`src/rtl/vga_timing_gen.sv`:
```
// vga_timing_gen: 800x600@60 Hz VGA raster timing from the 40 MHz pixel clock.
//
// A free-running horizontal/vertical counter pair feeds a single register
// stage. Every output for one raster position (h,v) leaves that stage on the
// same cycle. Syncs, coordinates, ACTIVE and COLOR therefore stay aligned.
//
// Optional feature: define VGA_TEST_PATTERN_EN to drive COLOR with eight
// vertical RGB332 colour bars across the active area. Without it, COLOR is
// tied to zero and no pattern logic exists.
//
// Supported range: H_TOTAL <= 2048 and V_TOTAL <= 1024, because X is 11 bits
// and Y is 10 bits. The test pattern also needs H_ACTIVE >= 8.

module vga_timing_gen #(
    parameter int H_ACTIVE = 800,
    parameter int H_FP     = 40,
    parameter int H_SYNC   = 128,
    parameter int H_BP     = 88,
    parameter int V_ACTIVE = 600,
    parameter int V_FP     = 1,
    parameter int V_SYNC   = 4,
    parameter int V_BP     = 23,
    parameter int SYNC_POL = 1
) (
    input  logic        CLK_40M,
    input  logic        RESET,
    output logic        HSYNC,
    output logic        VSYNC,
    output logic        ACTIVE,
    output logic [10:0] X,
    output logic [9:0]  Y,
    output logic        LINE_START,
    output logic        FRAME_START,
    output logic [7:0]  COLOR
);

    localparam int H_TOTAL = H_ACTIVE + H_FP + H_SYNC + H_BP;
    localparam int V_TOTAL = V_ACTIVE + V_FP + V_SYNC + V_BP;

    localparam logic [10:0] H_LAST       = 11'(H_TOTAL - 1);
    localparam logic [9:0]  V_LAST       = 10'(V_TOTAL - 1);
    localparam logic [10:0] H_ACT_END    = 11'(H_ACTIVE);
    localparam logic [9:0]  V_ACT_END    = 10'(V_ACTIVE);
    localparam logic [10:0] H_SYNC_START = 11'(H_ACTIVE + H_FP);
    localparam logic [10:0] H_SYNC_END   = 11'(H_ACTIVE + H_FP + H_SYNC);
    localparam logic [9:0]  V_SYNC_START = 10'(V_ACTIVE + V_FP);
    localparam logic [9:0]  V_SYNC_END   = 10'(V_ACTIVE + V_FP + V_SYNC);

    // The asserted level of both syncs. The idle level is its complement.
    localparam logic SYNC_ON = (SYNC_POL != 0);

    // Raster position counters (pre-register stage).
    logic [10:0] h;
    logic [9:0]  v;
    logic        h_last;
    logic        v_last;

    // Decoded values for the current (h,v), registered below.
    logic hsync_d;
    logic vsync_d;
    logic active_d;
    logic line_start_d;
    logic frame_start_d;

    assign h_last = (h == H_LAST);
    assign v_last = (v == V_LAST);

    // Free-running raster counters. The vertical counter advances only when
    // the horizontal counter wraps.
    always_ff @(posedge CLK_40M or posedge RESET) begin
        if (RESET) begin
            h <= '0;
            v <= '0;
        end else if (h_last) begin
            h <= '0;
            v <= v_last ? '0 : v + 10'd1;
        end else begin
            h <= h + 11'd1;
        end
    end

    // Decode sync windows, active area and start pulses from the counters.
    always_comb begin
        hsync_d       = ~SYNC_ON;
        vsync_d       = ~SYNC_ON;
        active_d      = 1'b0;
        line_start_d  = 1'b0;
        frame_start_d = 1'b0;
        if ((h >= H_SYNC_START) && (h < H_SYNC_END)) begin
            hsync_d = SYNC_ON;
        end
        // VSYNC depends only on v. Its edges therefore fall on line boundaries (X == 0).
        if ((v >= V_SYNC_START) && (v < V_SYNC_END)) begin
            vsync_d = SYNC_ON;
        end
        if ((h < H_ACT_END) && (v < V_ACT_END)) begin
            active_d = 1'b1;
        end
        if (h == 11'd0) begin
            line_start_d = 1'b1;
            if (v == 10'd0) begin
                frame_start_d = 1'b1;
            end
        end
    end

    // Output register stage. All outputs for one raster position update together.
    always_ff @(posedge CLK_40M or posedge RESET) begin
        if (RESET) begin
            HSYNC       <= ~SYNC_ON;
            VSYNC       <= ~SYNC_ON;
            ACTIVE      <= 1'b0;
            X           <= '0;
            Y           <= '0;
            LINE_START  <= 1'b0;
            FRAME_START <= 1'b0;
        end else begin
            HSYNC       <= hsync_d;
            VSYNC       <= vsync_d;
            ACTIVE      <= active_d;
            X           <= h;
            Y           <= v;
            LINE_START  <= line_start_d;
            FRAME_START <= frame_start_d;
        end
    end

`ifdef VGA_TEST_PATTERN_EN
    localparam logic [10:0] BAR_W = 11'(H_ACTIVE / 8);

    logic [10:0] bar_idx;
    logic [7:0]  bar_color;

    // Map the horizontal position to one of eight RGB332 bars.
    always_comb begin
        bar_idx   = h / BAR_W;
        bar_color = 8'h00;
        case (bar_idx)
            11'd0:   bar_color = 8'hFF;
            11'd1:   bar_color = 8'hFC;
            11'd2:   bar_color = 8'h1F;
            11'd3:   bar_color = 8'h1C;
            11'd4:   bar_color = 8'hE3;
            11'd5:   bar_color = 8'hE0;
            11'd6:   bar_color = 8'h03;
            default: bar_color = 8'h00;
        endcase
    end

    // COLOR shares the output stage with ACTIVE and is black during blanking.
    always_ff @(posedge CLK_40M or posedge RESET) begin
        if (RESET) begin
            COLOR <= 8'h00;
        end else begin
            COLOR <= active_d ? bar_color : 8'h00;
        end
    end
`else
    assign COLOR = 8'h00;
`endif

endmodule

```
`config.mk`:
```
export PLATFORM = sky130hd
export DESIGN_NAME = vga_timing_gen
export DESIGN_NICKNAME = d
export VERILOG_FILES = /design/src/rtl/vga_timing_gen.sv
export SDC_FILE = /design/constraint.sdc
export NUM_CORES = 1
export LEC_CHECK = 0
export BUFFER_PORTS_ARGS = -buffer_cell sky130_fd_sc_hd__buf_2
export CAP_MARGIN = 0
export CORE_ASPECT_RATIO = 0.5
export CORE_UTILIZATION = 54
export CTS_CLUSTER_SIZE = 14
export DETAILED_ROUTE_END_ITERATION = 10
export PLACE_DENSITY = 0.81
export SYNTH_ARGS = -nofsm -noshare
export SYNTH_HDL_FRONTEND = slang
export SYNTH_SLANG_ARGS = --single-unit
```
`constraint.sdc`:
```
create_clock -name CLK_40M -period 2.08 [get_ports CLK_40M]
set_input_delay 0.312 -clock CLK_40M [delete_from_list [all_inputs] [get_ports CLK_40M]]
set_output_delay 0.312 -clock CLK_40M [all_outputs]
set_load 0.02 [all_outputs]
```
==> key figures <==
STA
  • Final critical-path share of the clock period: 88.72%
  • Setup ws final: 0.2346 ns
  • Fin Clk Skew: about 0.0043 ns
  • Final setup violating endpoints: 0
  • Fmax: 541.9 MHz
  • Setup TNS: 0 ns
  • Final hold violation count: 0
  • Max Transition Viols Final: 0
  • RSZ-0062 raised after global routing: false
  • Final Critical Period: between 1.5 and 2 ns

Clock tree
  • Hold buffer count at CTS: 0
  • Clk_lat worst skew: 0.30 ns
  • CTS tree: done
  • # resized after CTS: 0
  • Root Driver: clkbuf_8
  • CTS Buffer Depth: 2
  • Sink Count: 47
  • Setup bufs post-CTS: 0
  • H-tree levels: 2
  • Clock slew at reported path FFs: about 0.080 ns
  • TritonCTS Buffers: 5

Placed design
  • Port bufs: 27
  • Post-DP Area: around 2100 µm²
  • Routability Congestion: ~0.85
  • Worst slack, placed: 0.2568 ns
  • Hpwl dp: roughly 2.2 mm

Yosys
  • Netlist Area Pre-Place: around 1900 µm²
  • Ys flop type: dfrtp_1
  • Sequential area share after synthesis: 60.76%
  • EDFF count, synth: 0
  • YS warnings: 0
  • Largest family of logic cells by synthesized area: simple AND/OR/NAND/NOR gates
  • Async S/R FF share, synth: 100.0%
  • Synthesized netlist cell count: roughly 160
  • Post-synthesis adder-cell area fraction: under 10%
  • Synthesis-stage register bit count: between 40 and 50
  • Mux contribution to synthesized area: less than 1%
  • Post-synth top area share: 60.76%
  • Most area-hungry cell type in the Yosys netlist: dfrtp_1
  • Post-synthesis compound-gate area fraction: approximately 5.4%
  • Largest cells by area after synthesis: dfrtp_1, buf_4, ha_1
  • Yosys cell types: 39
  • Post-Synth XOR/XNOR Area: approximately 5.4%
  • Simple-gate area share of the yosys netlist: around 17%
  • Avg Inst Size Synth: about 12 µm²

Power and ir drop
  • Flop pwr share: 61.9%
  • Switching share of power: 22.08%
  • Internal: ~1.1 mW
  • Power consumption: 1.475 mW
  • Sw power: between 0.3 and 0.4 mW
  • Pleak: around 1.1 nW
  • Max VDD drop: between 0.0002 and 0.0003 V
  • Power density over cell area: around 700 nW/µm²
  • Comb pwr share: under 10%
  • Clock power frac: between 30% and 40%

Global routing
  • Vias in the first global route: approximately 1100
  • Total gr overflow: 0
  • Gr usage total: approximately a fifth
  • Antenna violations before repair: 0
  • Largest net degree at the start of global routing: 26
  • First-pass GRT wire length: roughly 5.3 mm

Die
  • Die height: between 40 and 50 µm
  • Die ar.: a little under 4000 µm²
  • Die W: 86.67 µm
  • Ports: 36
  • Cell Rows: 14
  • Initial Util: about three fifths
  • CORE AREA: between 3000 and 4000 µm²

Route
  • DRC viols: 0
  • Via count: between 1000 and 1500
  • Via/cell ratio: between 5 and 6
  • Routed wire length: 3.130 mm
  • TritonRoute pass-1 iters: 4
  • DRT antenna net count: 0
  • First DRT Iteration DRCs: 51
  • Wire length per cell: ~13 µm

Setup path
  • Worst R2R Setup Slack: 0.23 ns
  • CP startpoint: v[0]$_DFFE_PP0N_
  • Data arrival, critical path: between 2 and 2.5 ns
  • Crit-path max cell delay: about 0.53 ns
  • Crit-path cells: ha_1 -> or2b_1 -> or4_1 -> nand2_1 -> o21ai_0
  • Critical path type: reg2reg
  • Worst path bufs/invs: 0
  • R2r endpoint: v[0]$_DFFE_PP0N_
  • CP Capture Type: flop
  • CP endpoint: v[0]$_DFFE_PP0N_
  • Slowest CP cell: or4_1
  • Worst reg2reg startpoint: v[0]$_DFFE_PP0N_
  • CP delay by family, top: simple AND/OR/NAND/NOR gates
  • Number of cells on the worst reg-to-reg path: 5
  • Crit-path max FO: 7
  • WP data required: ~2.3 ns
  • Crit. path cell count: 5
  • CP Launch Type: flop

Layout
  • Nets@finish: 200
  • Post-Layout Inst Area: ~2200 µm²
  • Util after Layout: between 60% and 70%
  • P&R area growth vs syn: 11.18%
  • Register Area: 1176 µm²
  • Layout cells sized above 1: ~22%
  • Footprint of the multi-input gates: 643.1 µm²
  • Fill cells: between 200 and 300
  • Ant diodes: 0

Worst hold path
  • Hold Crit Class: in2async

Run
  • Total of max-cap violations: 0

Run status
  • Status: completed
-- synthesized netlist by cell type (all sizes together) (2+ instances only) --
library cell	number
a21oi	5
and4	2
and4b	2
buf	12
dfrtp	47
ha	5
inv	9
nand2	8
nand2b	2
nand3	8
nand4	5
nor2	12
nor3	7
nor4	3
o21ai	8
o21bai	2
xnor2	6
xor2	6
-- power groups by stage --
stage               clock (mW)  combinational, mW  sequential, mW
floorplan                    0             0.0374           0.931
global placement             0             0.0338           0.931
detailed placement           0             0.0344           0.931
CTS                      0.547             0.0343           0.913
global route             0.581             0.0383           0.913
finish                   0.530             0.0330           0.913
-- logic make-up (layout without fill, tap and decap cells) --
kind of cell	count (synthesis)	after routing
simple gates	57	57
flops	47	47
buf+inv	22	46
compound gates	18	18
xor+xnor	12	12
fa+ha+maj	5	5
other cells	1	8
mux	1	1
-- final cells by class --
class	count	area share, %
Clock buffer	5	3.198
Clock inverter	3	0.9302
Inverter	9	1.570
Multi-Input combinational cell	101	29.88
Sequential cell	47	54.65
Tap cell	48	2.791
Timing Repair Buffer	29	6.977
-- through the flow --
| stage | hold slack (ns) | std cells |
|---|---|---|
| floorplan | 0.3548 | 170 |
| global placement | 0.3617 | 234 |
| detailed placement | 0.3678 | 234 |
| CTS | 0.04329 | 242 |
| global route | 0.07501 | 242 |
| finish | 0.03000 | 242 |
-- routing by layer --
metal  part of all wire (%)  track usage (%)
met5                      0                0
met4                    2.3            11.33
met3                    5.8            5.597
met2                     48            30.63
met1                     44            24.63
-- how the worst min path moves through the flow --
stage	end	slack, ns	cells past startpoint
6_report	X[6]$_DFF_PP0_	0.03	2
5_1_grt	X[6]$_DFF_PP0_	0.08	2
4_1_cts	X[6]$_DFF_PP0_	0.04	2
3_5_place_dp	X[6]$_DFF_PP0_	0.37	2
3_3_place_gp	X[7]$_DFF_PP0_	0.36	2
2_1_floorplan	Y[5]$_DFF_PP0_	0.35	0
-- cell usage in the layout (no fill, tap or decap), types with 2 or more instances in the layout --
| cell type | netlist | layout |
|---|---|---|
| ha_1 | 5 | 5 |
| xnor2_1 | 6 | 6 |
| buf_4 | 9 | 2 |
| xor2_1 | 6 | 6 |
| nor3_1 | 7 | 7 |
| clkbuf_8 | 1 | 5 |
| buf_2 | 1 | 27 |
| nand3_1 | 8 | 8 |
| a21oi_1 | 4 | 4 |
| nor2_1 | 12 | 12 |
| clkinvlp_4 | 0 | 2 |
| nand4_1 | 5 | 5 |
| nand2b_1 | 2 | 2 |
| dfrtp_1 | 47 | 47 |
| inv_1 | 9 | 8 |
| o21ai_0 | 7 | 7 |
| o21bai_1 | 2 | 2 |
| nor4_1 | 2 | 2 |
| conb_1 | 1 | 8 |
| nand2_1 | 8 | 8 |
-- sequential cells by signal (all words and copies together), names as in the netlist --
| register | flops |
|---|---|
| VSYNC | 1 |
| h | 11 |
| LINE_START | 1 |
| ACTIVE | 1 |
| Y | 10 |
| FRAME_START | 1 |
| v | 10 |
| X | 11 |
| HSYNC | 1 |
Note: power is estimated with default switching activity, not from simulation.
